===== src/rtl/zeroheti_uart_rx.sv =====
// zeroHETI UART receiver: 16x oversampled 8N1 frames into a first-word fall-through FIFO.
// Define ZEROHETI_UART_RX_PARITY_EN to add a parity bit (parity_odd_i/parity_err_o).
module zeroheti_uart_rx #(
  parameter int unsigned DIV_W      = 16,
  parameter int unsigned FIFO_DEPTH = 8
) (
  input  logic                        clk_i,
  input  logic                        rst_ni,
  input  logic [DIV_W-1:0]            clk_div_i,
  input  logic                        rx_i,
`ifdef ZEROHETI_UART_RX_PARITY_EN
  input  logic                        parity_odd_i,
  output logic                        parity_err_o,
`endif
  output logic [7:0]                  data_o,
  output logic                        valid_o,
  input  logic                        ready_i,
  output logic [$clog2(FIFO_DEPTH):0] count_o,
  output logic                        frame_err_o,
  output logic                        overrun_o,
  output logic                        busy_o
);

  localparam int unsigned PtrW = $clog2(FIFO_DEPTH);
  localparam int unsigned CntW = PtrW + 1;
  localparam logic [CntW-1:0] Full = CntW'(FIFO_DEPTH);

  typedef enum logic [2:0] {StIdle, StStart, StData, StParity, StStop, StGuard} state_e;

  state_e           r_state;
  logic             r_rx_meta, r_rx_s, r_rx_prev;
  logic [DIV_W-1:0] r_tick_cnt, r_div_m1;
  logic [3:0]       r_os;
  logic [2:0]       r_bit;
  logic [7:0]       r_shift;
  logic             r_par_bad;
  logic             r_frame_err;
  logic             r_par_err;
  logic             r_overrun;

  logic [7:0]       r_mem [FIFO_DEPTH];
  logic [PtrW-1:0]  r_wptr, r_rptr;
  logic [CntW-1:0]  r_count;

  logic [DIV_W-1:0] w_div_m1;
  logic             w_tick, w_fall, w_sample, w_push, w_pop, w_full, w_wr, w_ovr;
  logic             w_par_bad;

  // A divider of 0 behaves like 1: a tick every cycle.
  assign w_div_m1 = (clk_div_i == '0) ? '0 : clk_div_i - 1'b1;
  assign w_tick   = (r_tick_cnt >= r_div_m1);
  assign w_fall   = r_rx_prev & ~r_rx_s;
  assign w_sample = w_tick & (r_os == 4'hF);
  assign w_push   = (r_state == StStop) & w_sample & r_rx_s & ~r_par_bad;

`ifdef ZEROHETI_UART_RX_PARITY_EN
  assign w_par_bad    = ((^r_shift) ^ r_rx_s) != parity_odd_i;
  assign parity_err_o = r_par_err;
`else
  assign w_par_bad    = 1'b0;
`endif

  always_ff @(posedge clk_i or negedge rst_ni) begin
    if (!rst_ni) begin
      r_rx_meta <= 1'b1;
      r_rx_s    <= 1'b1;
      r_rx_prev <= 1'b1;
    end else begin
      r_rx_meta <= rx_i;
      r_rx_s    <= r_rx_meta;
      r_rx_prev <= r_rx_s;
    end
  end

  always_ff @(posedge clk_i or negedge rst_ni) begin
    if (!rst_ni) begin
      r_state     <= StIdle;
      r_tick_cnt  <= '0;
      r_div_m1    <= '0;
      r_os        <= '0;
      r_bit       <= '0;
      r_shift     <= '0;
      r_par_bad   <= 1'b0;
      r_frame_err <= 1'b0;
      r_par_err   <= 1'b0;
    end else begin
      r_frame_err <= 1'b0;
      r_par_err   <= 1'b0;
      if (r_state == StIdle || w_tick) r_div_m1 <= w_div_m1;
      if (r_state == StIdle || w_tick) r_tick_cnt <= '0;
      else                             r_tick_cnt <= r_tick_cnt + 1'b1;

      case (r_state)
        StIdle: begin
          if (w_fall) begin
            r_state   <= StStart;
            r_os      <= '0;
            r_par_bad <= 1'b0;
          end
        end
        StStart: begin
          if (w_tick) begin
            if (r_os == 4'd7) begin
              r_os <= '0;
              if (r_rx_s) begin
                r_state <= StIdle;
              end else begin
                r_state <= StData;
                r_bit   <= '0;
              end
            end else begin
              r_os <= r_os + 1'b1;
            end
          end
        end
        StData: begin
          if (w_tick) r_os <= r_os + 1'b1;
          if (w_sample) begin
            r_shift <= {r_rx_s, r_shift[7:1]};
            r_bit   <= r_bit + 1'b1;
`ifdef ZEROHETI_UART_RX_PARITY_EN
            if (r_bit == 3'd7) r_state <= StParity;
`else
            if (r_bit == 3'd7) r_state <= StStop;
`endif
          end
        end
`ifdef ZEROHETI_UART_RX_PARITY_EN
        StParity: begin
          if (w_tick) r_os <= r_os + 1'b1;
          if (w_sample) begin
            r_par_bad <= w_par_bad;
            r_par_err <= w_par_bad;
            r_state   <= StStop;
          end
        end
`endif
        StStop: begin
          if (w_tick) r_os <= r_os + 1'b1;
          if (w_sample) begin
            if (r_rx_s) begin
              r_state <= StIdle;
            end else begin
              r_frame_err <= 1'b1;
              r_state     <= StGuard;
            end
          end
        end
        // A held-low line (break) parks here so it cannot be taken for a new start bit.
        StGuard: begin
          if (r_rx_s) r_state <= StIdle;
        end
        default: r_state <= StIdle;
      endcase
    end
  end

  assign valid_o = (r_count != '0);
  assign w_pop   = valid_o & ready_i;
  assign w_full  = (r_count == Full);
  assign w_wr    = w_push & (~w_full | w_pop);
  assign w_ovr   = w_push & w_full & ~w_pop;

  always_ff @(posedge clk_i) begin
    if (w_wr) r_mem[r_wptr] <= r_shift;
  end

  always_ff @(posedge clk_i or negedge rst_ni) begin
    if (!rst_ni) begin
      r_wptr    <= '0;
      r_rptr    <= '0;
      r_count   <= '0;
      r_overrun <= 1'b0;
    end else begin
      r_overrun <= w_ovr;
      if (w_wr)  r_wptr <= r_wptr + 1'b1;
      if (w_pop) r_rptr <= r_rptr + 1'b1;
      case ({w_wr, w_pop})
        2'b10:   r_count <= r_count + 1'b1;
        2'b01:   r_count <= r_count - 1'b1;
        default: r_count <= r_count;
      endcase
    end
  end

  assign data_o      = valid_o ? r_mem[r_rptr] : 8'h00;
  assign count_o     = r_count;
  assign frame_err_o = r_frame_err;
  assign overrun_o   = r_overrun;
  assign busy_o      = (r_state != StIdle);

endmodule


===== config.mk =====
export PLATFORM = sky130hd
export DESIGN_NAME = zeroheti_uart_rx
export DESIGN_NICKNAME = d
export VERILOG_FILES = /design/src/rtl/zeroheti_uart_rx.sv
export SDC_FILE = /design/constraint.sdc
export NUM_CORES = 1
export LEC_CHECK = 0
export BUFFER_PORTS_ARGS = -buffer_cell sky130_fd_sc_hd__buf_2
export CAP_MARGIN = 20
export CELL_PAD_IN_SITES_DETAIL_PLACEMENT = 1
export CELL_PAD_IN_SITES_GLOBAL_PLACEMENT = 1
export CORE_MARGIN = 3
export CORE_UTILIZATION = 55
export CTS_BUF_LIST = sky130_fd_sc_hd__clkbuf_4 sky130_fd_sc_hd__clkbuf_8
export DETAILED_ROUTE_END_ITERATION = 10
export PLACE_DENSITY = 0.89
export REMOVE_ABC_BUFFERS = 1
export SLEW_MARGIN = 5
export SYNTH_ARGS = -nofsm -noshare
export SYNTH_HDL_FRONTEND = slang
export SYNTH_SLANG_ARGS = --single-unit

===== constraint.sdc =====
create_clock -name clk_i -period 8.4 [get_ports clk_i]
set_clock_uncertainty 0.1 [all_clocks]
set_input_delay 1.68 -clock clk_i [delete_from_list [all_inputs] [get_ports clk_i]]
set_output_delay 1.68 -clock clk_i [all_outputs]
set_load 0.02 [all_outputs]

### Yosys cells after proc, flatten, opt, wreduce, memory -nomap -nowiden

Memories as Yosys holds them, arrays and structs flattened.
Index checks and enable logic that the tools add are counted.
W data, S select, Z words.

* flip-flop bits (word level): 65
* memory bits (writable): 64
* input port bits: 20
* output and inout bits: 16
* logic and storage cells: 97
* memories: 1

Memories
* r_mem: words 8, bits a word 8, read ports 1, clocked after memory_dff 0, wr ports 1, RTL line 41 `logic [7:0] r_mem [FIFO_DEPTH];`

* $add $sub $neg: 8
* magnitude comparators: 1
* eq/ne operators: 19
* multiplexer cells: 29
* bitwise logic cells: 12
* reductions and logical operators: 13

Operator list (count)
* $mux W3: 12
* $mux W16: 2
* $add A16 B1 Y16 const B: 1
* $ge A16 B16 Y1: 1
* $logic_not A16 Y1: 1
* $mux W4: 4
* $ne A2 B2 Y1 const B: 8
* $sub A16 B1 Y16 const B: 1
* $pmux W3 S5: 1
* $pmux W4 S3: 1
* $add A3 B1 Y3 const B: 3
* $eq A3 B3 Y1 const B: 3
* $add A4 B1 Y4 const B: 2
* $and A1 B1 Y1: 8
* $eq A4 B4 Y1 const B: 2
* $mux W8: 1
* $pmux W4 S2: 1
* $reduce_and A7 Y1: 1
* $pmux W3 S2: 1
* $reduce_bool A3 Y1: 2
* $mux W1: 5
* $reduce_and A5 Y1: 1
* $eq A4 B3 Y1 const B: 1
* $reduce_and A4 Y1: 1
* other kinds (15): 18

### Depth between registers and ports, before layout

Gate-level depths: netlist of run 1.

* word-level depth: 7
* gate-level depth with buffers: 14

### Worst setup path before layout of run 1

OpenSTA, ideal clock, no wires.

* path type: flip-flop to output port
* start point: reg r_rptr[0]
* end point: out data_o[6]
* data arrival time: 1.872 ns
* required time: 6.620 ns
* setup slack: 4.748 ns
* stages on the path, launching flop included: 6
* path buffers: 2
* cell sequence: dfrtp_1 clkbuf_1 buf_2 mux4_2 mux2i_1 nor2_1

* cells in the longest elaborated chain, start to end: 2

RTL lines
* start, declared: RTL line 42 `logic [PtrW-1:0] r_wptr, r_rptr;`
* start signal, assigned: RTL line 177 `if (w_pop) r_rptr <= r_rptr + 1'b1;`
* $mem_v2 Z8 W8
* $mux W8: RTL line 186 `assign data_o = valid_o ? r_mem[r_rptr] : 8'h00;`
* end, declared: RTL line 15 `output logic [7:0] data_o,`

No other way between the ends.

### Worst setup path after layout of run 1

* start point: reg r_count[0] (netlist: count_o[0])
* end point: out valid_o

* cells in the longest elaborated chain, start to end: 1

RTL lines
* start, declared: RTL line 43 `logic [CntW-1:0] r_count;`
* start signal, assigned: RTL line 179 `2'b10: r_count <= r_count + 1'b1;`
* start signal, assigned: RTL line 180 `2'b01: r_count <= r_count - 1'b1;`
* start signal, assigned: RTL line 181 `default: r_count <= r_count;`
* $reduce_bool A4 Y1: RTL line 158 `assign valid_o = (r_count != '0);`
* end, declared: RTL line 16 `output logic valid_o,`

No other way between the ends.

==> results of run 1 <==
## cells by family (layout without fill, tap and decap cells)
kind of cell,after synthesis,count (layout),synth area share [%]
AOI/OAI and AO/OA,55,55,6.00
and+or+nand+nor,158,158,13.9
adders and majority gates,26,26,5.33
muxes,42,42,10.2
buffers and inverters,45,105,3.03
xor gates and xnor gates,33,33,4.63
DFF,129,129,56.9
## worst min-delay path by stage
stage	from	end	slack [ps]	depth (start not counted)
3_3_place_gp	r_rx_meta	r_rx_s	250	0
3_5_place_dp	r_rx_meta	r_rx_s	250	0
2_1_floorplan	r_rx_meta	r_rx_s	250	0
5_1_grt	r_rx_meta	r_rx_s	260	0
6_report	r_rx_meta	r_rx_s	260	0
4_1_cts	r_rx_meta	r_rx_s	260	0
## state kept, by name, indices dropped and copies added (netlist names), 3 cells and up
| name | flops |
|---|---|
| count_o | 4 |
| r_bit | 3 |
| r_div_m1 | 16 |
| r_mem | 64 |
| r_os | 4 |
| r_rptr | 3 |
| r_shift | 8 |
| r_state | 3 |
| r_tick_cnt | 16 |
| r_wptr | 3 |
## per-layer routing
metal	vias up	wire length, um
met1	2110	6330
met3	27	539
met5	-	0
met2	112	8490
li1	1865	-
met4	0	315
## power by group
part	leakage (nW)	internal, mW	switching (mW)
Combinational	1.27	0.194	0.216
Clock	0.236	0.382	0.248
Sequential	1.54	0.736	0.101
Total	3.04	1.31	0.565
## synthesized netlist by cell type (3+ instances only)
library cell / n
nand2b_1: 3
xor2_1: 13
clkbuf_1: 3
mux4_2: 16
nor3_1: 11
nor4_1: 3
dfstp_2: 3
nor2_1: 46
o31ai_1: 5
o21ai_0: 19
nor3b_1: 3
mux2_2: 11
inv_1: 30
xnor2_1: 20
ha_1: 25
nand3b_1: 5
nand2_1: 33
a21oi_1: 7
nand3_1: 11
buf_2: 7
edfxtp_1: 64
nor2b_1: 3
buf_1: 3
dfrtp_1: 62
or3_1: 11
mux2i_1: 15
and3_1: 5
## area by class of cell
class / count / share of cell area, %
Clock buffer: 22 / 4.11
Clock inverter: 10 / 2.55
Inverter: 30 / 1.59
Multi-Input combinational cell: 314 / 35.4
Sequential cell: 129 / 50.3
Tap cell: 140 / 2.48
Timing Repair Buffer: 43 / 3.61
## metrics by stage
stage	worst slack, ps	utilization [%]
final	4270	64.4
after global routing	4200	64.4
after CTS	3870	64.1
after detailed placement	4470	59.8
after global placement	4550	59.8
after floorplan	4900	-
==> impl_results.md, run 1 <==
* Vias in the first global route at 4547
* Core box area at 11000 um2
* WP data arrival at 2350 ps
* Initial drt markers at 283
* Design area at 7070 um2
* CP max FO at 9
* Synth cell types at 66
* Area of the multi-input gates at 2500 um2
* CTS Sinks at 129
* # diodes at 0
* Reg2Reg Setup Slack at 4740 ps
* Buf+Inv Stages, Crit Path at 2
* First-pass DRT Iterations at 4
* I/O Buffers at 35
* Die height at 113 um
* Initial antenna violation count at 0
* Worst Setup End Kind: output pin
* RSZ-0062 raised after global routing: no
* Cell area after synthesis at 6240 um2
* Chip width at 113 um
* Worst r2r src: r_tick_cnt[13]
* Fillcell total at 1084
* Register Area at 3550 um2
* Critical-path cell list: nor4_2 -> inv_1 -> buf_2
* Cell leakage power at 3.04 nW
* Largest net degree at the start of global routing at 66
* Critical path depth at 3
* Nets at 581
* Start point of the critical path: count_o[0]
* Die area at 12700 um2
* Min Hold Slack at 262 ps
* DP HPWL at 9.70 mm
* Area contributors post-synth: edfxtp_1, dfrtp_1, mux4_2
* Met1 usage at 30.8%
* CTS Root Cell: clkbuf_8
* CTS tree: yes
* Crit start category: flip-flop
* Total Routed Length at 15.7 mm
* Num CTS Buffers at 17
* Total track usage at 26.1%
* Setup bufs post-CTS at 0
* Clock Path Buffers at 2
* Met3 Use GR at 5.18%
* Max Cap Viol at 0
* Yosys top cell by area: edfxtp_1
* Final Max Slew Viols at 0
* Synth Instances at 488
* Row count at 38
* Synth warnings at 0
* GRT overflow at 0
* Fin crit share at 49.1%
* Post-synth EDFFs at 64
* Pwr Total at 1.88 mW
* Top delay family on crit path: simple AND/OR/NAND/NOR gates
* Synth top area share at 30.8%
* Routability cong. at 0.764
* Worst reg2reg path depth at 7
* Setup TNS at 0 ps
* Worst path required time at 6620 ps
* Worst-skew pair later-pin latency at 440 ps
* Leading cell type in the layout, fill and taps excluded: edfxtp_1
* Worst hold path class: flip-flop to flip-flop
* GR peak layer: met2
* Post-DRT Antenna Nets at 0
* Crit path kind: flip-flop to output pin
* Critical R2R Capture: r_mem[5][5]
* Starting density of the core at 56.8%
* Pwr dens at 266 nW/um2
* Mean Syn Cell Area at 12.8 um2
* CTS Hold Bufs at 0
* Final setup fails at 0
* Synth Flop Type: edfxtp_1
* Post-CTS resize count at 0
* Slew @ Worst Pin at 1090 ps
* Vias/cell at 5.98
* DRC violations left at 0
* Max-slew headroom at 26.8%
* Cells after DPL at 655
* H-tree levels at 4
* Post-synthesis sequential area ratio at 56.9%
* CTS clock-pin slew for the worst setup and hold paths at 70 ps
* I/O pin count at 36
* Met2 GRT Util at 47.2%
* Max IR drop VDD at 0.000142 V
* Fmax achieved at 242 MHz
* Final hold viol count at 0
* Status: completed
* Most frequent cells in the layout: edfxtp_1, dfrtp_1, nor2_1
* Area growth, synth to finish at 13.3%
* CP peak stage delay at 950 ps
* Ys async rst share at 50.4%
* Via count at 4114
* Clock period minus worst slack at 4130 ps
* Critical Path End: valid_o
* Post-DP Area at 6570 um2
* WL per Instance at 22.8 um
* Fraction of layout cells with a size suffix above 1 at 23.0%
* FF+latch count, synth at 129
* First-pass GRT wire length at 24.9 mm
* Post-Layout Cell Count at 688
* Critical path's slowest cell: nor4_2
No activity file was read; power rests on OpenSTA's default activity.
==> run 2: changes to the inputs <==
--- a/config.mk
+++ b/config.mk
@@ -5,15 +5,16 @@
 export SDC_FILE = /design/constraint.sdc
 export NUM_CORES = 1
 export LEC_CHECK = 0
+export ABC_AREA = 1
 export BUFFER_PORTS_ARGS = -buffer_cell sky130_fd_sc_hd__buf_2
 export CAP_MARGIN = 20
 export CELL_PAD_IN_SITES_DETAIL_PLACEMENT = 1
 export CELL_PAD_IN_SITES_GLOBAL_PLACEMENT = 1
 export CORE_MARGIN = 3
-export CORE_UTILIZATION = 55
+export CORE_UTILIZATION = 45
 export CTS_BUF_LIST = sky130_fd_sc_hd__clkbuf_4 sky130_fd_sc_hd__clkbuf_8
 export DETAILED_ROUTE_END_ITERATION = 10
-export PLACE_DENSITY = 0.89
+export PLACE_DENSITY = 0.82
 export REMOVE_ABC_BUFFERS = 1
 export SLEW_MARGIN = 5
 export SYNTH_ARGS = -nofsm -noshare
==> constraint.sdc (replaced) <==
create_clock -name clk_i -period 3.5 [get_ports clk_i]
set_clock_uncertainty 0.1 [all_clocks]
set_input_delay 0.7 -clock clk_i [delete_from_list [all_inputs] [get_ports clk_i]]
set_output_delay 0.7 -clock clk_i [all_outputs]
set_load 0.02 [all_outputs]
==> impl_results.md, run 2 <==
* Status: completed (unchanged)
* Min Hold Slack at 233 ps (was 262 ps)
* Reg2Reg Setup Slack at 380 ps (was 4740 ps)
* Yosys top cell by area: edfxtp_1 (unchanged)
* Critical-path cell list: inv_1 -> o21ai_0 -> o22ai_1 -> o21ai_0 -> a31oi_1 -> buf_2 (was nor4_2 -> inv_1 -> buf_2)
* Synth Area in Simple Gates at 19.0% (was 13.9%)
* Die area at 15400 um2 (was 12700 um2)
* Max Cap Viol at 0 (unchanged)
* WL met3 at 356 um (was 539 um)
* Core box area at 13500 um2 (was 11000 um2)
* Worst path required time at 2700 ps (was 6620 ps)
* Met1 WL at 6.03 mm (was 6.33 mm)
* WL per Instance at 15.9 um (was 22.8 um)
* Pint at 2.96 mW (was 1.31 mW)
* Sw frac at 40.7% (was 30.1%)
* Total Routed Length at 14.1 mm (was 15.7 mm)
* Fin crit share at 90.8%
* DRC violations left at 0 (unchanged)
* Worst Setup End Kind: output pin (unchanged)
* Crit path kind: flip-flop to output pin (unchanged)
* Setup TNS at 0 ps (unchanged)
* Worst hold path class: input port to async pin (was flip-flop to flip-flop)
* Reg power frac at 37.9% (was 44.6%)
* Compound-Gate Fraction of Synth Area at 10.2% (was 6.00%)
* Area growth, synth to finish at 12.6% (was 13.3%)
* DR top layer: met4 (unchanged)
* DP HPWL at 10.2 mm (was 9.70 mm)
* Starting density of the core at 46.8% (was 56.8%)
* First-pass GRT wire length at 24.6 mm (was 24.9 mm)
* Setup bufs post-CTS at 0 (unchanged)
* Post-synth top cells: nor2_1, nand2_1, inv_1 (was edfxtp_1, dfrtp_1, nor2_1)
* Final hold viol count at 0 (unchanged)
* GRT overflow at 0 (unchanged)
* Final Max Slew Viols at 0 (unchanged)
* Synth Flop Type: edfxtp_1 (unchanged)
* Chip width at 124 um (was 113 um)
* I/O Buffers at 35 (unchanged)
* Synth top area share at 30.5% (was 30.8%)
* Mux contribution to synthesized area at 0.179% (was 10.2%)
* Die height at 124 um (was 113 um)
* Critical R2R Capture: count_o[3] (was r_mem[5][5])
* Vias/cell at 5.24 (was 5.98)
* Post-Synth XOR/XNOR Area at 2.90% (was 4.63%)
* Synth Instances at 652 (was 488)
* Net Sw Power at 2.03 mW (was 0.565 mW)
* Initial antenna violation count at 0 (unchanged)
* Clock Power Share at 23.2% (was 33.6%)
* Met2 WL at 7.53 mm (was 8.49 mm)
* Fmax achieved at 315 MHz
* Max IR drop VDD at 0.000299 V (was 0.000142 V)
* Clock Path Buffers at 2 (unchanged)
* Leading cell type in the layout, fill and taps excluded: nor2_1 (was edfxtp_1)
* Row count at 42 (was 38)
* First-pass DRT Iterations at 4 (unchanged)
* Nets at 749 (was 581)
* Crit-path most repeated cell: o21ai_0
* CTS Root Cell: clkbuf_8 (unchanged)
* Worst-skew pair later-pin latency at 440 ps (about the same)
* Design area at 7080 um2 (was 7070 um2)
* Clock period minus worst slack at 3180 ps
* Critical path's slowest cell: inv_1 (was nor4_2)
* Largest net degree at the start of global routing at 47 (was 66)
* CTS clock-pin slew for the worst setup and hold paths at 80 ps (was 70 ps)
* Cell area after synthesis at 6290 um2 (was 6240 um2)
* FF+latch count, synth at 129 (unchanged)
* Cell leakage power at 3.06 nW (was 3.04 nW)
* Crit start category: flip-flop (unchanged)
* Pwr Total at 4.98 mW (was 1.88 mW)
* H-tree levels at 4 (unchanged)
* RSZ-0062 raised after global routing: no (unchanged)
* Post-DP Area at 6710 um2 (was 6570 um2)
* Num CTS Buffers at 17 (unchanged)
* Post-synth EDFFs at 64 (unchanged)
* Most common cell in the netlist: nor2_1 (was edfxtp_1)
* Register with the most flip-flops: r_mem (unchanged)
* # diodes at 0 (unchanged)
* Logic pwr share at 38.9% (was 21.8%)
* Synth warnings at 0 (unchanged)
* CP peak stage delay at 670 ps (was 950 ps)
* Total track usage at 19.4% (was 26.1%)
* Mean Syn Cell Area at 9.65 um2 (was 12.8 um2)
* Largest family of logic cells by synthesized area: simple AND/OR/NAND/NOR gates (unchanged)
* Post-Layout Cell Count at 892 (was 688)
* CTS tree: yes (unchanged)
* I/O pin count at 36 (unchanged)
* Post-synthesis adder-cell area fraction at 5.29% (was 5.33%)
* CP max FO at 32 (was 9)
* Vias in the first global route at 5079 (was 4547)
* Regs by FF count: r_mem: 64 flops, r_div_m1: 16 flops, r_tick_cnt: 16 flops (unchanged)
* Cells after DPL at 860 (was 655)
* Area contributors post-synth: edfxtp_1, dfrtp_1, o21ai_0 (was edfxtp_1, dfrtp_1, mux4_2)
* Via count at 4678 (was 4114)
* Max reg flops at 64 (unchanged)
* Critical Path End: data_o[2] (was valid_o)
* Start point of the critical path: r_rptr[0] (was count_o[0])
* Slew @ Worst Pin at 918 ps (was 1090 ps)
* Initial drt markers at 273 (was 283)
* Fraction of layout cells with a size suffix above 1 at 17.0% (was 23.0%)
* Post-DRT Antenna Nets at 0 (unchanged)
* WP data arrival at 2380 ps (was 2350 ps)
* Most frequent cells in the layout: nor2_1, nand2_1, inv_1 (was edfxtp_1, dfrtp_1, nor2_1)
* Synth cell types at 41 (was 66)
* Fillcell total at 1573 (was 1084)
* Max-slew headroom at 38.8% (was 26.8%)
* Worst r2r src: r_tick_cnt[7] (was r_tick_cnt[13])
* CTS Sinks at 129 (unchanged)
* Final setup fails at 0 (unchanged)
* Ys async rst share at 50.4% (unchanged)
* Pwr dens at 704 nW/um2 (was 266 nW/um2)
* Routability cong. at 0.807 (was 0.764)
* Worst reg2reg path depth at 20 (was 7)
* Post-synthesis sequential area ratio at 56.5% (was 56.9%)
-- run 2: changes by cell type in the layout (fill, tap and decap cells not counted), moves of 9 or more --
| cell | previous run | this run |
|---|---|---|
| mux2i_1 | 15 | 0 |
| a21oi_1 | 7 | 16 |
| nand2_1 | 33 | 88 |
| or3_1 | 11 | 0 |
| nand3_1 | 11 | 23 |
| nor3_1 | 11 | 20 |
| nor2_1 | 46 | 94 |
| mux2_2 | 11 | 1 |
| xnor2_1 | 20 | 8 |
| nor2_2 | 0 | 9 |
| mux4_2 | 16 | 0 |
| inv_1 | 30 | 76 |
| o21ai_0 | 19 | 74 |
-- run 2: repair_timing --
action                                  4_1_cts  5_1_grt
gates resized for setup                       0        1
endpoints found under the setup margin        0        1
hold buffers                                  0        0
-- run 2: layout make-up --
class                      count  area, um2  area share, %
sequential                   129       3550           50.2
multi-input combinational    426       2370           33.5
inverter                      82        308           4.35
timing repair buffer          47        265           3.74
clock buffer                  19        249           3.52
tap                          176        220           3.11
clock inverter                13        115           1.63
-- run 2: cells by family (layout without fill, tap and decap cells) --
logic type / count (synthesis) / in the layout
compound gates: 117 / 117
fa+ha+maj: 26 / 26
mux: 1 / 1
buf+inv: 97 / 161
simple gates: 262 / 262
xor+xnor: 20 / 20
flops: 129 / 129
-- run 2: per-layer routing --
metal	vias to the layer above	track usage, %
met5	-	0
met2	55	35.0
met1	2319	23.2
met4	0	6.32
li1	2283	-
met3	21	4.08
-- run 2: critical path: cells and delay by family, from the launching register on --
family                 cells  cell delay [ps]
AO/OA/AOI/OAI              4              690
flip-flops                 1              390
buffers and inverters      2              850
-- run 2: through the flow --
| stage | setup WS, ps | util, % |
|---|---|---|
| finish | 322 | 52.7 |
| global route | 32.1 | 52.7 |
| CTS | 281 | 52.6 |
| detailed placement | 386 | 49.9 |
| global placement | 657 | 49.9 |
| floorplan | 823 | - |
-- run 2: how the worst min path moves through the flow --
stage	from	endpoint	slack, ps	depth (start not counted)
after floorplan	r_rx_meta	r_rx_s	250	0
after global placement	r_rx_meta	r_rx_s	250	0
after detailed placement	r_rx_meta	r_rx_s	260	0
after CTS	rst_ni	r_bit[2]	240	1
after global routing	rx_i	r_rx_meta	230	1
final	rst_ni	r_state[1]	230	1
-- run 2: power by group through the flow --
stage                     clock network (mW)  logic [mW]  registers (mW)
after floorplan                            0        1.27            1.97
after global placement                     0        1.82            1.91
after detailed placement                   0        1.93            1.92
after CTS                               1.18        1.96            1.89
after global routing                    1.26        2.23            1.91
final                                   1.16        1.94            1.89
==> run 3: changes to the inputs <==
--- a/config.mk
+++ b/config.mk
@@ -14,7 +14,7 @@
 export CORE_UTILIZATION = 45
 export CTS_BUF_LIST = sky130_fd_sc_hd__clkbuf_4 sky130_fd_sc_hd__clkbuf_8
 export DETAILED_ROUTE_END_ITERATION = 10
-export PLACE_DENSITY = 0.82
+export PLACE_DENSITY_LB_ADDON = 0.1
 export REMOVE_ABC_BUFFERS = 1
 export SLEW_MARGIN = 5
 export SYNTH_ARGS = -nofsm -noshare
==> impl_results.md, run 3 (same netlist as run 2, synthesis figures left out) <==
* I/O pin count at 36 (unchanged)
* Setup bufs post-CTS at 0 (unchanged)
* Register with the most flip-flops: r_mem (unchanged)
* Initial antenna violation count at 0 (unchanged)
* Register Area at 3550 um2 (unchanged)
* Nets at 749 (unchanged)
* Max-slew headroom at 47.8% (was 38.8%)
* DP Worst Slack at 476 ps (was 386 ps)
* Routability cong. at 0.785 (was 0.807)
* Status: completed (unchanged)
* Clock Power Share at 24.4% (was 23.2%)
* Fmax achieved at 328 MHz (was 315 MHz)
* Worst hold path class: input port to async pin (unchanged)
* Setup TNS at 0 ps (unchanged)
* Max IR drop VDD at 0.000292 V (was 0.000299 V)
* Post-CTS resize count at 0 (unchanged)
* Via count at 4634 (was 4678)
* Cell leakage power at 3.07 nW (was 3.06 nW)
* DP HPWL at 10.3 mm (was 10.2 mm)
* Initial drt markers at 268 (was 273)
* Sw frac at 39.8% (was 40.7%)
* Num CTS Buffers at 17 (unchanged)
* Largest net degree at the start of global routing at 47 (unchanged)
* Slew @ Worst Pin at 780 ps (was 918 ps)
* First-pass DRT Iterations at 4 (unchanged)
* Worst path required time at 3740 ps (was 2700 ps)
* Crit path kind: flip-flop to flip-flop (was flip-flop to output pin)
* Max Cap Viol at 0 (unchanged)
* Vias in the first global route at 4974 (was 5079)
* First-pass GRT wire length at 24.4 mm (was 24.6 mm)
* Reg power frac at 37.4% (was 37.9%)
* Most frequent cells in the layout: nor2_1, nand2_1, inv_1 (unchanged)
* DRC violations left at 0 (unchanged)
* Min Hold Slack at 222 ps (was 233 ps)
* Net Sw Power at 2.01 mW (was 2.03 mW)
* Final Max Slew Viols at 0 (unchanged)
* Fin crit share at 87.2% (was 90.8%)
* Final hold viol count at 0 (unchanged)
* Max reg flops at 64 (unchanged)
* WP data arrival at 3290 ps (was 2380 ps)
* Pint at 3.04 mW (was 2.96 mW)
* Vias/cell at 5.20 (was 5.24)
* Post-DRT Antenna Nets at 0 (unchanged)
* CTS Sinks at 129 (unchanged)
* CP max FO at 6 (was 32)
* Regs by FF count: r_mem: 64 flops, r_div_m1: 16 flops, r_tick_cnt: 16 flops (unchanged)
* Crit start category: flip-flop (unchanged)
* Area of the multi-input gates at 2370 um2 (about the same)
* Core box area at 13500 um2 (unchanged)
* Clock period minus worst slack at 3050 ps (was 3180 ps)
* GRT overflow at 0 (unchanged)
* Setup WS post-layout at 447 ps (was 322 ps)
* CTS Root Cell: clkbuf_8 (unchanged)
* RSZ-0062 raised after global routing: no (unchanged)
* WL per Instance at 16.0 um (was 15.9 um)
* Total Routed Length at 14.2 mm (was 14.1 mm)
* Chip width at 124 um (unchanged)
* Die height at 124 um (unchanged)
* Row count at 42 (unchanged)
* Total track usage at 19.6% (was 19.4%)
* Area growth, synth to finish at 12.9% (was 12.6%)
* CTS clock-pin slew for the worst setup and hold paths at 70 ps (was 80 ps)
* Clock Path Buffers at 2 (unchanged)
* I/O Buffers at 35 (unchanged)
* CTS tree: yes (unchanged)
* Fraction of layout cells with a size suffix above 1 at 16.6% (was 17.0%)
* Logic pwr share at 38.2% (was 38.9%)
* Worst Setup End Kind: flip-flop (was output pin)
* Fillcell total at 1555 (was 1573)
* Worst-skew pair later-pin latency at 440 ps (about the same)
* Pwr dens at 710 nW/um2 (was 704 nW/um2)
* H-tree levels at 4 (unchanged)
* # diodes at 0 (unchanged)
* CTS Hold Bufs at 0 (unchanged)
* Leading cell type in the layout, fill and taps excluded: nor2_1 (unchanged)
* Final setup fails at 0 (unchanged)
* Starting density of the core at 46.8% (unchanged)
* Die area at 15400 um2 (unchanged)
==> run 3: cell types whose count changed in the layout (fill, tap and decap cells not counted), moves of 2 or more <==
cell      change
clkbuf_4      +2
clkinv_1      +2
clkinv_2      -2
clkinv_4      -3
==> run 3: layer usage <==
metal,vias to the layer above,global-route usage [%],share of wire (%)
li1,2289,-,-
met1,2256,23.5,44
met2,68,34.4,52
met3,21,3.99,2.9
met4,0,7.74,1.6
met5,-,0,0
==> run 3: through the flow <==
stage          utilization (%)  cells  instance area [um2]  power (mW)
4_1_cts                   52.8    892                 7100        5.11
6_report                  52.8    892                 7100        5.04
5_1_grt                   52.8    892                 7100        5.46
3_3_place_gp              50.0    860                 6730        3.76
2_1_floorplan                -    637                 6230        3.23
3_5_place_dp              50.0    860                 6730        3.87
==> run 3: layout make-up <==
cell class	instances	area share (%)
clock inverters	11	1.62
well taps	176	3.10
repair buffers	47	3.91
clock buffers	21	3.72
multi-input cells	426	33.3
flip-flops and latches	129	50.0
inverters	82	4.33
==> run 3: power groups by stage <==
| stage | registers (mW) | logic (mW) | clock network [mW] |
|---|---|---|---|
| after floorplan | 1.97 | 1.27 | 0 |
| after global placement | 1.90 | 1.85 | 0 |
| after detailed placement | 1.92 | 1.95 | 0 |
| after CTS | 1.89 | 1.96 | 1.26 |
| after global routing | 1.91 | 2.21 | 1.33 |
| final | 1.89 | 1.92 | 1.23 |
==> run 3: worst max-delay path: stages (launching register included) <==
cell and delay (ps):
dfrtp_1 440, ha_1 330, nand2_1 60, inv_1 70
nand2_1 70, nor2_1 110, nor2_1 50, nand2_1 60
nand2_1 60, nand2_2 130, nand3_2 130, nand2_2 160
inv_1 90, ha_1 320, nand2_1 80, nand2_1 60
a31oi_1 250, inv_1 80, nand3_1 90, nand3_1 80
nand2_1 80, inv_1 40
==> run 3: worst paths after layout <==
kind	start	to	slack, ps	cells past startpoint
min reg2reg	r_rx_meta	r_rx_s	260	0
max in group asynchronous	rst_ni	r_rx_prev	2360	2
min in group clk_i	rx_i	r_rx_meta	260	1
min	rst_ni	r_tick_cnt[5]	220	1
max	r_tick_cnt[7]	count_o[3]	450	21
max reg2reg	r_tick_cnt[7]	count_o[3]	450	21
